<file path="src/rtl/npc_pkg.sv">
// Shared types and constants for the next-PC sequencer.
package npc_pkg;
  localparam int XLEN = 32;

  localparam logic [1:0] NPC_SEL_SEQ = 2'b00;
  localparam logic [1:0] NPC_SEL_OFS = 2'b01;

  typedef enum logic {
    S_FETCH = 1'b0,
    S_REDIR = 1'b1
  } state_t;

  function automatic logic [XLEN-1:0] word_align(input logic [XLEN-1:0] addr);
    return {addr[XLEN-1:2], 2'b00};
  endfunction
endpackage

</file>
<file path="src/rtl/npc_redir_buf.sv">
// Holds a redirect target that arrived while a fetch was outstanding.
// A new load always overwrites the held target (newest redirect wins).
module npc_redir_buf
  import npc_pkg::*;
(
  input  logic            clk,
  input  logic            rstn,
  input  logic            load,
  input  logic [XLEN-1:0] target,
  input  logic            consume,
  output logic [XLEN-1:0] target_q,
  output logic            pending
);

  always_ff @(posedge clk or negedge rstn) begin
    if (!rstn) begin
      target_q <= '0;
      pending  <= 1'b0;
    end else if (load) begin
      target_q <= target;
      pending  <= 1'b1;
    end else if (consume) begin
      pending  <= 1'b0;
    end
  end

endmodule

</file>
<file path="src/rtl/npc_sequencer.sv">
// Fetch PC register and next-PC sequencing (hold / PC+4 / EX redirect) for the 5-stage pipe.
// Optional trap redirect enabled by defining NPC_TRAP_EN.
module npc_sequencer
  import npc_pkg::*;
#(
  parameter logic [XLEN-1:0] RESET_PC = 32'h0000_0000,
  parameter int              CNT_W    = 16
) (
  input  logic             clk,
  input  logic             rstn,
  input  logic [1:0]       npc_sel,
  input  logic [XLEN-1:0]  pc_offset,
  input  logic             stall_if,
  input  logic             imem_ready,
`ifdef NPC_TRAP_EN
  input  logic             trap_req,
  input  logic [XLEN-1:0]  trap_vec,
  output logic             flush_exmem,
`endif
  output logic             imem_req,
  output logic [XLEN-1:0]  pc,
  output logic             if_valid,
  output logic             flush_ifid,
  output logic             flush_idex,
  output logic             sel_err,
  output logic [CNT_W-1:0] redirect_cnt
);

  state_t          state;
  logic            sel_ofs;
  logic            sel_bad;
  logic            take;
  logic            cnt_inc;
  logic [XLEN-1:0] tgt;
  logic [XLEN-1:0] target_q;
  logic            pending;

  assign sel_ofs = (npc_sel == NPC_SEL_OFS);
  assign sel_bad = npc_sel[1];

`ifdef NPC_TRAP_EN
  assign take        = trap_req | sel_ofs;
  assign tgt         = trap_req ? trap_vec : pc_offset;
  assign cnt_inc     = sel_ofs & ~trap_req;
  assign flush_exmem = rstn & trap_req;
`else
  assign take    = sel_ofs;
  assign tgt     = pc_offset;
  assign cnt_inc = sel_ofs;
`endif

  // Combinational handshake/flush outputs are forced low while reset is asserted.
  assign imem_req   = rstn;
  assign if_valid   = rstn & (state == S_FETCH) & imem_ready & ~stall_if & ~take;
  assign flush_ifid = rstn & (take | ((state == S_REDIR) & imem_ready));
  assign flush_idex = rstn & take;

  npc_redir_buf u_redir_buf (
    .clk      (clk),
    .rstn     (rstn),
    .load     (take & ~imem_ready),
    .target   (word_align(tgt)),
    .consume  (imem_ready),
    .target_q (target_q),
    .pending  (pending)
  );

  always_ff @(posedge clk or negedge rstn) begin
    if (!rstn) begin
      pc           <= RESET_PC;
      state        <= S_FETCH;
      sel_err      <= 1'b0;
      redirect_cnt <= '0;
    end else begin
      if (sel_bad) sel_err <= 1'b1;
      if (cnt_inc && !(&redirect_cnt)) redirect_cnt <= redirect_cnt + CNT_W'(1);

      if (take) begin
        // Redirect beats stall; with the fetch still outstanding, park the target.
        if (imem_ready) begin
          pc    <= word_align(tgt);
          state <= S_FETCH;
        end else begin
          state <= S_REDIR;
        end
      end else if (state == S_REDIR) begin
        if (imem_ready && pending) begin
          pc    <= target_q;
          state <= S_FETCH;
        end
      end else if (imem_ready && !stall_if) begin
        pc <= pc + XLEN'(4);
      end
    end
  end

endmodule

</file>
<file path="config.mk">
export PLATFORM = sky130hd
export DESIGN_NAME = npc_sequencer
export DESIGN_NICKNAME = d
export VERILOG_FILES = /design/src/rtl/npc_pkg.sv /design/src/rtl/npc_redir_buf.sv /design/src/rtl/npc_sequencer.sv
export SDC_FILE = /design/constraint.sdc
export NUM_CORES = 1
export LEC_CHECK = 0
export ABC_AREA = 0
export CAP_MARGIN = 20
export CORE_ASPECT_RATIO = 2
export CORE_MARGIN = 3
export CORE_UTILIZATION = 45
export CTS_BUF_LIST = sky130_fd_sc_hd__clkbuf_4
export CTS_CLUSTER_DIAMETER = 100
export CTS_CLUSTER_SIZE = 24
export DETAILED_ROUTE_END_ITERATION = 16
export PLACE_DENSITY = 0.71
export SLEW_MARGIN = 20
export SYNTH_ARGS = -nofsm -noshare
export SYNTH_HDL_FRONTEND = slang
export SYNTH_HIERARCHICAL = 1
export SYNTH_SLANG_ARGS = --single-unit
export TNS_END_PERCENT = 10
</file>
<file path="constraint.sdc">
create_clock -name clk -period 5.3 [get_ports clk]
set_input_delay 1.06 -clock clk [delete_from_list [all_inputs] [get_ports clk]]
set_output_delay 1.06 -clock clk [all_outputs]
set_load 0.03 [all_outputs]
</file>
; ---- Yosys cells after proc, flatten, opt, wreduce, memory -nomap -nowiden
; Index checks and enable logic that the tools add are counted.
[classes]
eq_ne = 3
addsub = 2
reduce_logical = 9
bitwise = 13
muxes = 11
[ops]
columns = operator, count
row1 = $mux 32, 5
row2 = $add 32x3->32 const B, 1
row3 = $add 16x1->16 const B, 1
row4 = $reduce_and 16->1, 1
row5 = $and 1x1->1, 8
row6 = $mux 1, 6
row7 = $not 1->1, 4
row8 = $logic_and 1x1->1, 3
row9 = $ne 3x1->1 const B, 1
row10 = $reduce_and 3->1, 1
row11 = $reduce_bool 3->1, 1
row12 = $eq 2x1->1 const B, 1
row13 = $logic_not 1->1, 2
row14 = $ne 2x2->1 const B, 1
row15 = $reduce_bool 2->1, 1
row16 = $or 1x1->1, 1
[word_totals]
reg_bits = 81
word_cells = 44
out_inout_bits = 53
in_bits = 38

; ---- Depth between registers and ports, before layout
[logic_depth]
depth_word = 5
ltp_mapped = 8
mapped_depth_nobuf = 6

; ---- Modules after synthesis
; Netlist, hierarchy kept.
[modules_own_cells]
columns = module, seq_area_each_um2, area_per_inst_um2, cells_each, n_inst
row1 = npc_sequencer, 1251.2, 3265.6, 409, 1
row2 = npc_redir_buf, 825.8, 1377.6, 71, 1

; ---- Worst setup path after synthesis
; OpenSTA, ideal clock, no wires.
[synth_timing]
path_type = in2out
start = input port npc_sel[1]
end = output port if_valid
setup_slack_ns = 1.793
arrival_time_ns = 2.447
t_required_ns = 4.240
n_path_buf = 3
stages = 6
cell_sequence = nand2b_1 nand2b_1 clkbuf_1 clkbuf_1 clkbuf_1 nor3_1
[synth_between]
elab_chain_len = 3
[synth_lines]
columns = element, line
row1 = from (decl), npc_sequencer.sv:11  ; input logic [1:0] npc_sel,
row2 = $eq 2x1->1, npc_sequencer.sv:38  ; assign sel_ofs = (npc_sel == NPC_SEL_OFS);
row3 = $not 1->1, npc_sequencer.sv:54  ; assign if_valid = rstn & (state == S_FETCH) & imem_ready & ~stall_if & ~take;
row4 = $and 1x1->1, npc_sequencer.sv:54
row5 = to (decl), npc_sequencer.sv:22  ; output logic if_valid,
; No other way between the ends.

; ---- Worst setup path after layout
[layout_timing]
start = input port npc_sel[1]
end = output port flush_ifid
[layout_between]
elab_chain_len = 3
[layout_lines]
columns = element, line
row1 = $eq 2x1->1, npc_sequencer.sv:38
row2 = $or 1x1->1, npc_sequencer.sv:55  ; assign flush_ifid = rstn & (take | ((state == S_REDIR) & imem_ready));
row3 = $and 1x1->1, npc_sequencer.sv:55
row4 = to (decl), npc_sequencer.sv:23  ; output logic flush_ifid,
; No other way between the ends.

==> results.sh <==
export IMPL_rsz0062_at_grt="false"
export IMPL_clock_path_buffers=2
export IMPL_die_h_um=150
export IMPL_synth_top_area_cell="dfrtp_1"
export IMPL_drive_gt1_share_pct=11.8
export IMPL_drt_antenna_violating_nets=0
export IMPL_area_delta_synth_final_pct=23.9
export IMPL_port_buffers=88
export IMPL_cts_sinks=83
export IMPL_cts_post_setup_buffers_inserted=0
export IMPL_p_leak_nw=2.42
export IMPL_rows=51
export IMPL_synthCells=480
export IMPL_yosysSeqAreaShare_pct=44.7
export IMPL_wl_um=12600
export IMPL_dp_hpwl_um=8780
export IMPL_core_area_sq_mm=0.00989
export IMPL_cts_root_buf="clkbuf_4"
export IMPL_required_ps=4240
export IMPL_final_util_pct=58.2
export IMPL_fin_worst_skew_ps=20.3
export IMPL_critPathCaptureType="primary output"
export IMPL_finalCritPeriodShare_pct=74.3
export IMPL_cts_hold_buf=0
export IMPL_cts_tree="built"
export IMPL_synth_top_flop_cell="dfrtp_1"
export IMPL_gr_total_overflow=0
export IMPL_io_pins=91
export IMPL_grt_pass1_wl_um=20400
export IMPL_routedWlPerCell_um=18.2
export IMPL_yosys_warnings=6
export IMPL_critPathKind="primary input to primary output"
export IMPL_cts_inserted_buffers=9
export IMPL_grt_antenna_before_repair=1
export IMPL_start_util_pct=46.9
export IMPL_hold_viol_final=0
export IMPL_grt_max_degree=69
export IMPL_ys_ff_latch=83
export IMPL_synth_avg_cell_area_sq_um=9.67
export IMPL_synthTopCellsByArea="dfrtp_1 (45%), mux2_4 (9.4%), o21ai_0 (4.9%), nand2_1 (4.5%), nand3_1 (2.9%)"
export IMPL_fin_nets=596
export IMPL_cp_max_fo=12
export IMPL_max_slew_worst_pin_slew_ps=873
export IMPL_drv_cap=0
export IMPL_netlist_area_sq_mm=0.00464
export IMPL_grt_pass1_vias=4038
export IMPL_vias_per_cell=5.70
export IMPL_clock_latency_ps=450
export IMPL_power_density_mw_per_mm2=410
export IMPL_synth_top_area_share_pct=44.7
export IMPL_cts_resized=0
export IMPL_firstDrtPassIters=4
export IMPL_synth_edf_count=0
export IMPL_drv_slew=0
export IMPL_dr_first_iter_drc_count=351
export IMPL_routed_via_count=3953
export IMPL_grt_total_usage_pct=22.4
export IMPL_htree_levels=3
export IMPL_finalSetupViolCount=0
export IMPL_post_route_min_period_ps=3940
export IMPL_synthDistinctLibCells=54
export IMPL_ir_worst_vdd_uv=253
export IMPL_synthArstFlopShare_pct=100
export IMPL_fmax_mhz=254
export IMPL_relSlewSlack_pct=41.8
export IMPL_gp_congestion=0.862
export IMPL_die_w_um=77.8
export IMPL_crit_path_start_kind="primary input"
export IMPL_dieArea_sq_mm=0.0116
export IMPL_clk_pin_slew_ps=130
export IMPL_crit_arrival_ps=2880
export IMPL_outcome="finished, final reports clean"
export IMPL_hp_class="primary input to async pin"
export IMPL_tns_ps=0
export IMPL_route_detailed_drc=0
[logic make-up (layout without fill, tap and decap cells)]
family | Yosys count | after routing | synth area share (%)
flops | 83 | 83 | 44.7
fa+ha+maj | 2 | 2 | 0.539
mux | 36 | 36 | 11.0
compound gates | 121 | 121 | 16.2
xor+xnor | 13 | 13 | 2.45
buf+inv | 40 | 120 | 4.63
other cells | 1 | 3 | 0.0808
simple gates | 184 | 184 | 20.3
[synthesized netlist by cell type (all sizes together), types with 9 or more instances]
cell type  number
nor2           34
a21oi          22
mux2           34
nor4           12
and3           17
o2bb2ai         9
o21ai          48
clkbuf         24
nand3          27
nand2          56
inv             9
a31oi          13
dfrtp          83
[worst max-delay path, cell delays in order]
cell             delay [ps]
clkdlybuf4s50_1         440
nand2b_1                410
a21boi_0                270
clkdlybuf4s50_1         690
[cell usage in the layout (no fill, tap or decap), types with 2 or more instances in the layout]
cell             Yosys  final
and4_1               7      7
a211oi_1             2      2
a221oi_1             2      2
nor2b_1              3      2
mux2i_1              2      2
nand2b_1             2      2
a22o_1               4      4
a221o_1              2      2
xnor2_1              7      7
and3_1              16     16
o2bb2ai_1            9      9
clkdlybuf4s50_1      0     86
clkbuf_4             0      9
buf_4                2      9
bufinv_16            0      3
o21ai_0             45     45
o22ai_1              3      3
xor2_1               6      6
nand2_1             56     56
ha_1                 2      2
nor2_1              34     33
a21o_1               2      2
conb_1               1      2
o31ai_1              3      3
o41ai_1              2      2
mux2_4              29     29
o21ai_1              3      3
a21oi_1             22     22
a41oi_1              3      3
and2_1               6      6
a31oi_1             13     13
nor4_1              11     11
nand4_1              6      6
dfrtp_1             83     83
nand3_1             27     27
inv_1                9      9
nor3_1               7      7
mux2_2               5      5
[sequential cells by signal, indices dropped and copies added (netlist names)]
name,count
u_redir_buf/target_q,32
sel_err,1
redirect_cnt,16
pc,32
state,1
u_redir_buf/pending,1
[power breakdown]
part | switching [mW] | internal [mW]
Clock | 0.233 | 0.238
Sequential | 0.198 | 0.788
Combinational | 0.500 | 0.403
Total | 0.931 | 1.43
[area by class of cell]
cell class / instances / area (sq um)
Antenna cell: 1 / 2.50
Timing Repair Buffer: 95 / 928
Sequential cell: 83 / 2080
Clock inverter: 7 / 115
Clock buffer: 9 / 67.6
Multi-Input combinational cell: 358 / 2360
Fill cell: 866 / 4140
Inverter: 9 / 33.8
Tap cell: 132 / 165
[final timing paths]
| path | end | slack, ps | depth (start not counted) | from |
|---|---|---|---|---|
| min in group clk | sel_err$_DFFE_PN0P_ | 490 | 1 | sel_err$_DFFE_PN0P_ |
| max reg2reg | pc[22]$_DFFE_PN0P_ | 2960 | 6 | pc[2]$_DFFE_PN0P_ |
| min | u_redir_buf/pending$_DFFE_PN0P_ | 470 | 1 | rstn |
| max in group asynchronous | pc[28]$_DFFE_PN0P_ | 3680 | 2 | rstn |
| min reg2reg | sel_err$_DFFE_PN0P_ | 490 | 1 | sel_err$_DFFE_PN0P_ |
| max | flush_ifid | 1360 | 4 | npc_sel[1] |
[metal layers]
layer	wire length, um	vias up	track usage [%]	share of wire (%)
met5	0	-	0	0
met4	357	0	11.8	2.8
met3	608	22	3.73	4.8
met2	6740	95	39.9	54
met1	4890	1931	25.0	39
li1	-	1905	-	-
[per-stage QoR]
stage	instance area [sq um]	hold slack [ps]	total power [mW]	cells	setup WS [ps]
finish	5750	468	2.36	694	1360
floorplan	4650	474	1.51	481	1790
detailed placement	5570	450	1.90	677	1330
CTS	5750	456	2.37	693	1330
global route	5750	477	2.48	694	1270
global placement	5570	456	1.87	677	1380
(Power assumes the default switching activity.)
